===== src/rtl/lm_sm_sequencer_if.sv =====
// Data-memory and register-file port bundle driven by the LM/SM sequencer.
// The master side is the sequencer; the slave side is the memory/register-file glue.
interface lm_sm_sequencer_if;
  logic [15:0] mem_addr;
  logic        mem_rd;
  logic        mem_wr;
  logic [15:0] mem_wdata;
  logic [15:0] mem_rdata;
  logic        mem_ready;
  logic [2:0]  rf_rd_idx;
  logic [15:0] rf_rd_data;
  logic        rf_we;
  logic [2:0]  rf_wr_idx;
  logic [15:0] rf_wdata;

  modport master (
    output mem_addr, mem_rd, mem_wr, mem_wdata, rf_rd_idx, rf_we, rf_wr_idx, rf_wdata,
    input  mem_rdata, mem_ready, rf_rd_data
  );

  modport slave (
    input  mem_addr, mem_rd, mem_wr, mem_wdata, rf_rd_idx, rf_we, rf_wr_idx, rf_wdata,
    output mem_rdata, mem_ready, rf_rd_data
  );
endinterface


===== src/rtl/lm_sm_sequencer.sv =====
// LM/SM multi-cycle sequencer: walks an 8-bit register list, one data-memory
// transaction per selected register, stalling the front end while busy.
module lm_sm_sequencer #(
  parameter int unsigned ADDR_STEP = 1
) (
  input  logic                    clk,
  input  logic                    rst,
  input  logic                    start_i,
  input  logic                    is_store_i,
  input  logic [15:0]             base_addr_i,
  input  logic [7:0]              reg_list_i,
  output logic                    busy_o,
  output logic                    done_o,
  lm_sm_sequencer_if.master       bus
);

  typedef enum logic [1:0] {
    S_IDLE,
    S_ACCESS,
    S_DONE
  } state_e;

  state_e      state_q;
  logic [7:0]  pend_q;
  logic [7:0]  pend_d;
  logic [15:0] addr_q;
  logic [15:0] addr_d;
  logic        st_q;

  logic [2:0]  hiBit;
  logic [7:0]  hiMask;
  logic [2:0]  curIdx;
  logic        active;
  logic        lastXfer;

  // List bit 7 is R0, so the highest pending bit is the lowest register number.
  always_comb begin
    hiBit = 3'd0;
    for (int b = 0; b < 8; b++) begin
      if (pend_q[b]) begin
        hiBit = 3'(b);
      end
    end
  end

  assign hiMask   = 8'b0000_0001 << hiBit;
  assign curIdx   = ~hiBit;
  assign active   = (state_q == S_ACCESS);
  assign pend_d   = pend_q & ~hiMask;
  assign addr_d   = addr_q + 16'(ADDR_STEP);
  assign lastXfer = (pend_d == 8'h00);

  always_ff @(posedge clk) begin
    if (rst) begin
      state_q <= S_IDLE;
      pend_q  <= 8'h00;
      addr_q  <= 16'h0000;
      st_q    <= 1'b0;
    end else begin
      unique case (state_q)
        S_IDLE: begin
          if (start_i) begin
            pend_q  <= reg_list_i;
            addr_q  <= base_addr_i;
            st_q    <= is_store_i;
            state_q <= (reg_list_i != 8'h00) ? S_ACCESS : S_DONE;
          end
        end
        S_ACCESS: begin
          if (bus.mem_ready) begin
            pend_q <= pend_d;
            addr_q <= addr_d;
            if (lastXfer) begin
              state_q <= S_DONE;
            end
          end
        end
        S_DONE: begin
          state_q <= S_IDLE;
        end
        default: begin
          state_q <= S_IDLE;
        end
      endcase
    end
  end

  assign busy_o = (state_q != S_IDLE);
  assign done_o = (state_q == S_DONE);

  // Strobes are gated by rst so nothing is written in a reset cycle.
  assign bus.mem_addr  = active ? addr_q : 16'h0000;
  assign bus.mem_rd    = active && !st_q && !rst;
  assign bus.mem_wr    = active &&  st_q && !rst;
  assign bus.mem_wdata = bus.rf_rd_data;

  assign bus.rf_rd_idx = active ? curIdx : 3'd0;
  assign bus.rf_wr_idx = active ? curIdx : 3'd0;
  assign bus.rf_we     = active && !st_q && bus.mem_ready && !rst;
  assign bus.rf_wdata  = bus.mem_rdata;

endmodule


===== src/flat_wrapper.sv =====
// flat-port wrapper written by rule: the top's interface ports become plain ports
module lm_sm_sequencer_flat 
#(
  parameter int unsigned ADDR_STEP = 1
)
  (clk, rst, start_i, is_store_i, base_addr_i, reg_list_i, busy_o, done_o, bus_mem_addr, bus_mem_rd, bus_mem_wr, bus_mem_wdata, bus_rf_rd_idx, bus_rf_we, bus_rf_wr_idx, bus_rf_wdata, bus_mem_rdata, bus_mem_ready, bus_rf_rd_data);
  lm_sm_sequencer_if bus_i ();
  input  logic clk;
  input  logic rst;
  input  logic start_i;
  input  logic is_store_i;
  input  logic [15:0] base_addr_i;
  input  logic [7:0] reg_list_i;
  output logic busy_o;
  output logic done_o;
  output wire logic [$bits(bus_i.mem_addr)-1:0] bus_mem_addr;
  output wire logic [$bits(bus_i.mem_rd)-1:0] bus_mem_rd;
  output wire logic [$bits(bus_i.mem_wr)-1:0] bus_mem_wr;
  output wire logic [$bits(bus_i.mem_wdata)-1:0] bus_mem_wdata;
  output wire logic [$bits(bus_i.rf_rd_idx)-1:0] bus_rf_rd_idx;
  output wire logic [$bits(bus_i.rf_we)-1:0] bus_rf_we;
  output wire logic [$bits(bus_i.rf_wr_idx)-1:0] bus_rf_wr_idx;
  output wire logic [$bits(bus_i.rf_wdata)-1:0] bus_rf_wdata;
  input wire logic [$bits(bus_i.mem_rdata)-1:0] bus_mem_rdata;
  input wire logic [$bits(bus_i.mem_ready)-1:0] bus_mem_ready;
  input wire logic [$bits(bus_i.rf_rd_data)-1:0] bus_rf_rd_data;
  assign bus_mem_addr = bus_i.mem_addr;
  assign bus_mem_rd = bus_i.mem_rd;
  assign bus_mem_wr = bus_i.mem_wr;
  assign bus_mem_wdata = bus_i.mem_wdata;
  assign bus_rf_rd_idx = bus_i.rf_rd_idx;
  assign bus_rf_we = bus_i.rf_we;
  assign bus_rf_wr_idx = bus_i.rf_wr_idx;
  assign bus_rf_wdata = bus_i.rf_wdata;
  assign bus_i.mem_rdata = bus_mem_rdata;
  assign bus_i.mem_ready = bus_mem_ready;
  assign bus_i.rf_rd_data = bus_rf_rd_data;
  lm_sm_sequencer #(.ADDR_STEP(ADDR_STEP)) u_core (.clk(clk), .rst(rst), .start_i(start_i), .is_store_i(is_store_i), .base_addr_i(base_addr_i), .reg_list_i(reg_list_i), .busy_o(busy_o), .done_o(done_o), .bus(bus_i));
endmodule

===== config.mk =====
export PLATFORM = sky130hd
export DESIGN_NAME = lm_sm_sequencer_flat
export DESIGN_NICKNAME = d
export VERILOG_FILES = /design/src/rtl/lm_sm_sequencer_if.sv /design/src/rtl/lm_sm_sequencer.sv /design/src/flat_wrapper.sv
export SDC_FILE = /design/constraint.sdc
export NUM_CORES = 1
export LEC_CHECK = 0
export BUFFER_PORTS_ARGS = -buffer_cell sky130_fd_sc_hd__buf_2
export CORE_MARGIN = 5
export CORE_UTILIZATION = 44
export CTS_CLUSTER_DIAMETER = 40
export DETAILED_ROUTE_END_ITERATION = 8
export PLACE_DENSITY = 0.8
export RECOVER_POWER = 50
export SYNTH_ARGS = -nofsm -noshare
export SYNTH_HDL_FRONTEND = slang
export SYNTH_SLANG_ARGS = --single-unit

===== constraint.sdc =====
create_clock -name clk -period 2.1 [get_ports clk]
set_input_delay 0.42 -clock clk [delete_from_list [all_inputs] [get_ports clk]]
set_output_delay 0.42 -clock clk [all_outputs]
set_load 0.03 [all_outputs]

==> flow_summary.toml <==
[outcome]
status = "completed"

[finish]
stdcell_count = 348
fin_util_pct = 47.97
drive_above_1_share_pct = 28.23
finalNetCount = 357
final_cell_area_sq_mm = 0.002236
syn2layout_area_growth_pct = 7.263
diodes = 0

[synthesis]
syn_area_per_cell_sq_um = 7.580
synth.largest_area_cell = "dfxtp_1"
ys_ff_latch = 27
netlist.area_leader.share_pct = 25.93
netlist_area_sq_mm = 0.002084
synthArstFlopShare_pct = 0
ys_types = 54
synth_cells = 275
synth_nets = 337
synth_most_common_cell = "buf_4"
synth_commonest_cells = "buf_4 (35), dfxtp_1 (27), a21oi_1 (24)"
synthFlopType = "dfxtp_1"
yosys_warnings = 0
synth-seq-area-share_pct = 25.93
synth_edf_count = 0
synth_area_leaders = "dfxtp_1 (26%), buf_4 (13%), a21oi_1 (5.8%)"

[timing]
hold_viol_final = 0
fin_crit_sh_pct = 98.52
slew_headroom_pct = 71.82
max_clock_freq_ghz = 0.4833
grt_setup_unrepaired = "true"
skew_ns = 0.007898
setup_viol_count_final = 0
worstMarginPinSlew_ns = 0.4188
drv_slew = 0
finalCriticalPeriod_ns = 2.069

[drt]
vias_per_cell = 5.865
wl_microns = 5407
drt_pass1_iterations = 4
vias = 2041
drtAntennaViolNets = 0
drcViolationCount = 0
wl_per_cell_microns = 15.54
first_iter_violations = 123

[clocking]
cts_made_buffers = 3
ctsHoldBuffers = 0
clockBufferDepth = 2
cts_root_buf = "clkbuf_8"
clk_latency_ns = 0.28
cts_htree_levels = 1
tritoncts = "built"
clkSlewWorstSetupHoldPaths_ns = 0.10
numClockSinks = 27

[setup_path]
worstReg2RegStart = "u_core.addr_q[0]$_SDFFE_PP0P_"
r2r_setup_slack_ns = 0.19
crit_fanout = 8
worst_path_max_delay_cell = "or4_1"
endpoint_kind = "output port"
cp.arrival_ns = 1.65
max_stage_delay_ns = 0.58
rr_endpoint = "u_core.addr_q[10]$_SDFFE_PP0P_"
reg2reg_depth = 5
path_cells = "or4_1 > nor2_1 > buf_2"
startpoint_type = "flop"
cp.required_ns = 1.68
path_class = "reg -> out"

[place]
io_buffers = 55
placed_area_sq_mm = 0.002195
gp_congestion = 0.8771
dp.cells = 344
dp_hpwl_microns = 3994

[die]
fp.dieW_microns = 78.83
io_pins = 120
die_y_microns = 78.83
rows = 25
initial_utilization_pct = 44.72
die-area_sq_mm = 0.006214
core_area_sq_mm = 0.004661

[worst_hold_path]
whs_endpoint = "u_core.st_q$_SDFFE_PP0P_"
min_path_type = "in -> reg"
hold_depth = 3
min_from = "is_store_i"

[power]
fin_total_pwr_mw = 1.418
ir_worst_vdd_mv = 0.4129
p_per_area_mw_per_mm2 = 634.3
power_leakage_nw = 0.9222

[grt]
grt-busiest-layer = "met2"
antenna_found_initial = 0
grt_max_degree = 34
grt_pass1_vias = 1816
grtUsageMet3_pct = 4.422
gr-usage-met1_pct = 23.94
grt_use_total_pct = 17.38
grt_overflow_total = 0
grt_pass1_wl_microns = 8804
grtUsageMet2_pct = 26.83

[job]
drv_cap = 0
[sequential cells by signal, summed over array words and instances, names as in the netlist]
register and flops:
u_core.st_q 1, u_core.pend_q 8, u_core.state_q 2, u_core.addr_q 16
[critical path, delay by kind of cell (launching register included)]
family / cells / cell delay (ns)
buffers and inverters: 1 / 0.22
flip-flops: 1 / 0.40
AND/OR/NAND/NOR: 2 / 0.74
[kinds of logic after synthesis]
kind of cell	count (synthesis)	synth area share [%]
AND/OR/NAND/NOR	105	28.21
adder cells (fa/ha/maj)	3	1.561
multiplexers	6	2.881
buffers and inverters	63	18.31
AO/OA/AOI/OAI	70	22.69
flip-flops	27	25.93
XOR/XNOR	1	0.4202
[where the power goes]
part	internal, mW	switching [mW]
Sequential	0.562	0.0754
Combinational	0.195	0.287
Clock	0.133	0.166
[routing by layer]
metal / up-vias / part of all wire, %
met2: 97 / 45
met4: 0 / 0.96
met5: - / 0
li1: 990 / -
met3: 7 / 8.7
met1: 947 / 46
[worst max-delay path by stage]
stage	cells after the start	slack, ns	start	endpoint
4_1_cts	3	0.04	u_core.pend_q[7]$_SDFFE_PP0P_	bus_rf_rd_idx[2]
5_1_grt	4	-0.06	u_core.state_q[1]$_SDFFE_PP0P_	bus_mem_addr[10]
2_1_floorplan	6	-0.16	u_core.state_q[1]$_SDFFE_PP0P_	bus_rf_wr_idx[1]
3_5_place_dp	5	0.27	u_core.addr_q[0]$_SDFFE_PP0P_	u_core.addr_q[10]$_SDFFE_PP0P_
3_3_place_gp	5	0.34	u_core.addr_q[0]$_SDFFE_PP0P_	u_core.addr_q[10]$_SDFFE_PP0P_
6_report	3	0.03	u_core.pend_q[7]$_SDFFE_PP0P_	bus_rf_rd_idx[2]
[timing repair]
item	4_1_cts	5_1_grt
gates resized for setup	0	0
buffers inserted	0	0
endpoints found under the setup margin	0	7
[placed cells by master (no fill, tap or decap), types with 8 or more instances in the layout]
master / count
inv_1: 10
nand2_1: 14
o21ai_0: 9
and2_1: 17
buf_2: 55
nor4_1: 8
dfxtp_1: 27
buf_4: 11
nor2_1: 18
a21oi_1: 24
[area by class of cell]
type	instances	area, sq um
well taps	54	67.56
clock buffers	3	41.29
flip-flops and latches	27	540.5
repair buffers	68	367.9
multi-input cells	185	1176
fillers	469	2425
clock inverters	1	5.005
inverters	10	37.54
[stage by stage]
step	TNS, ns	setup slack (ns)	hold WS, ns
3_3_place_gp	0	0.3389	0.4898
5_1_grt	-0.2921	-0.05751	0.3909
3_5_place_dp	0	0.2673	0.4928
4_1_cts	0	0.03524	0.3780
6_report	0	0.03104	0.3778
2_1_floorplan	-0.2039	-0.1576	0.4780
Note: power is estimated with default switching activity, not from simulation.
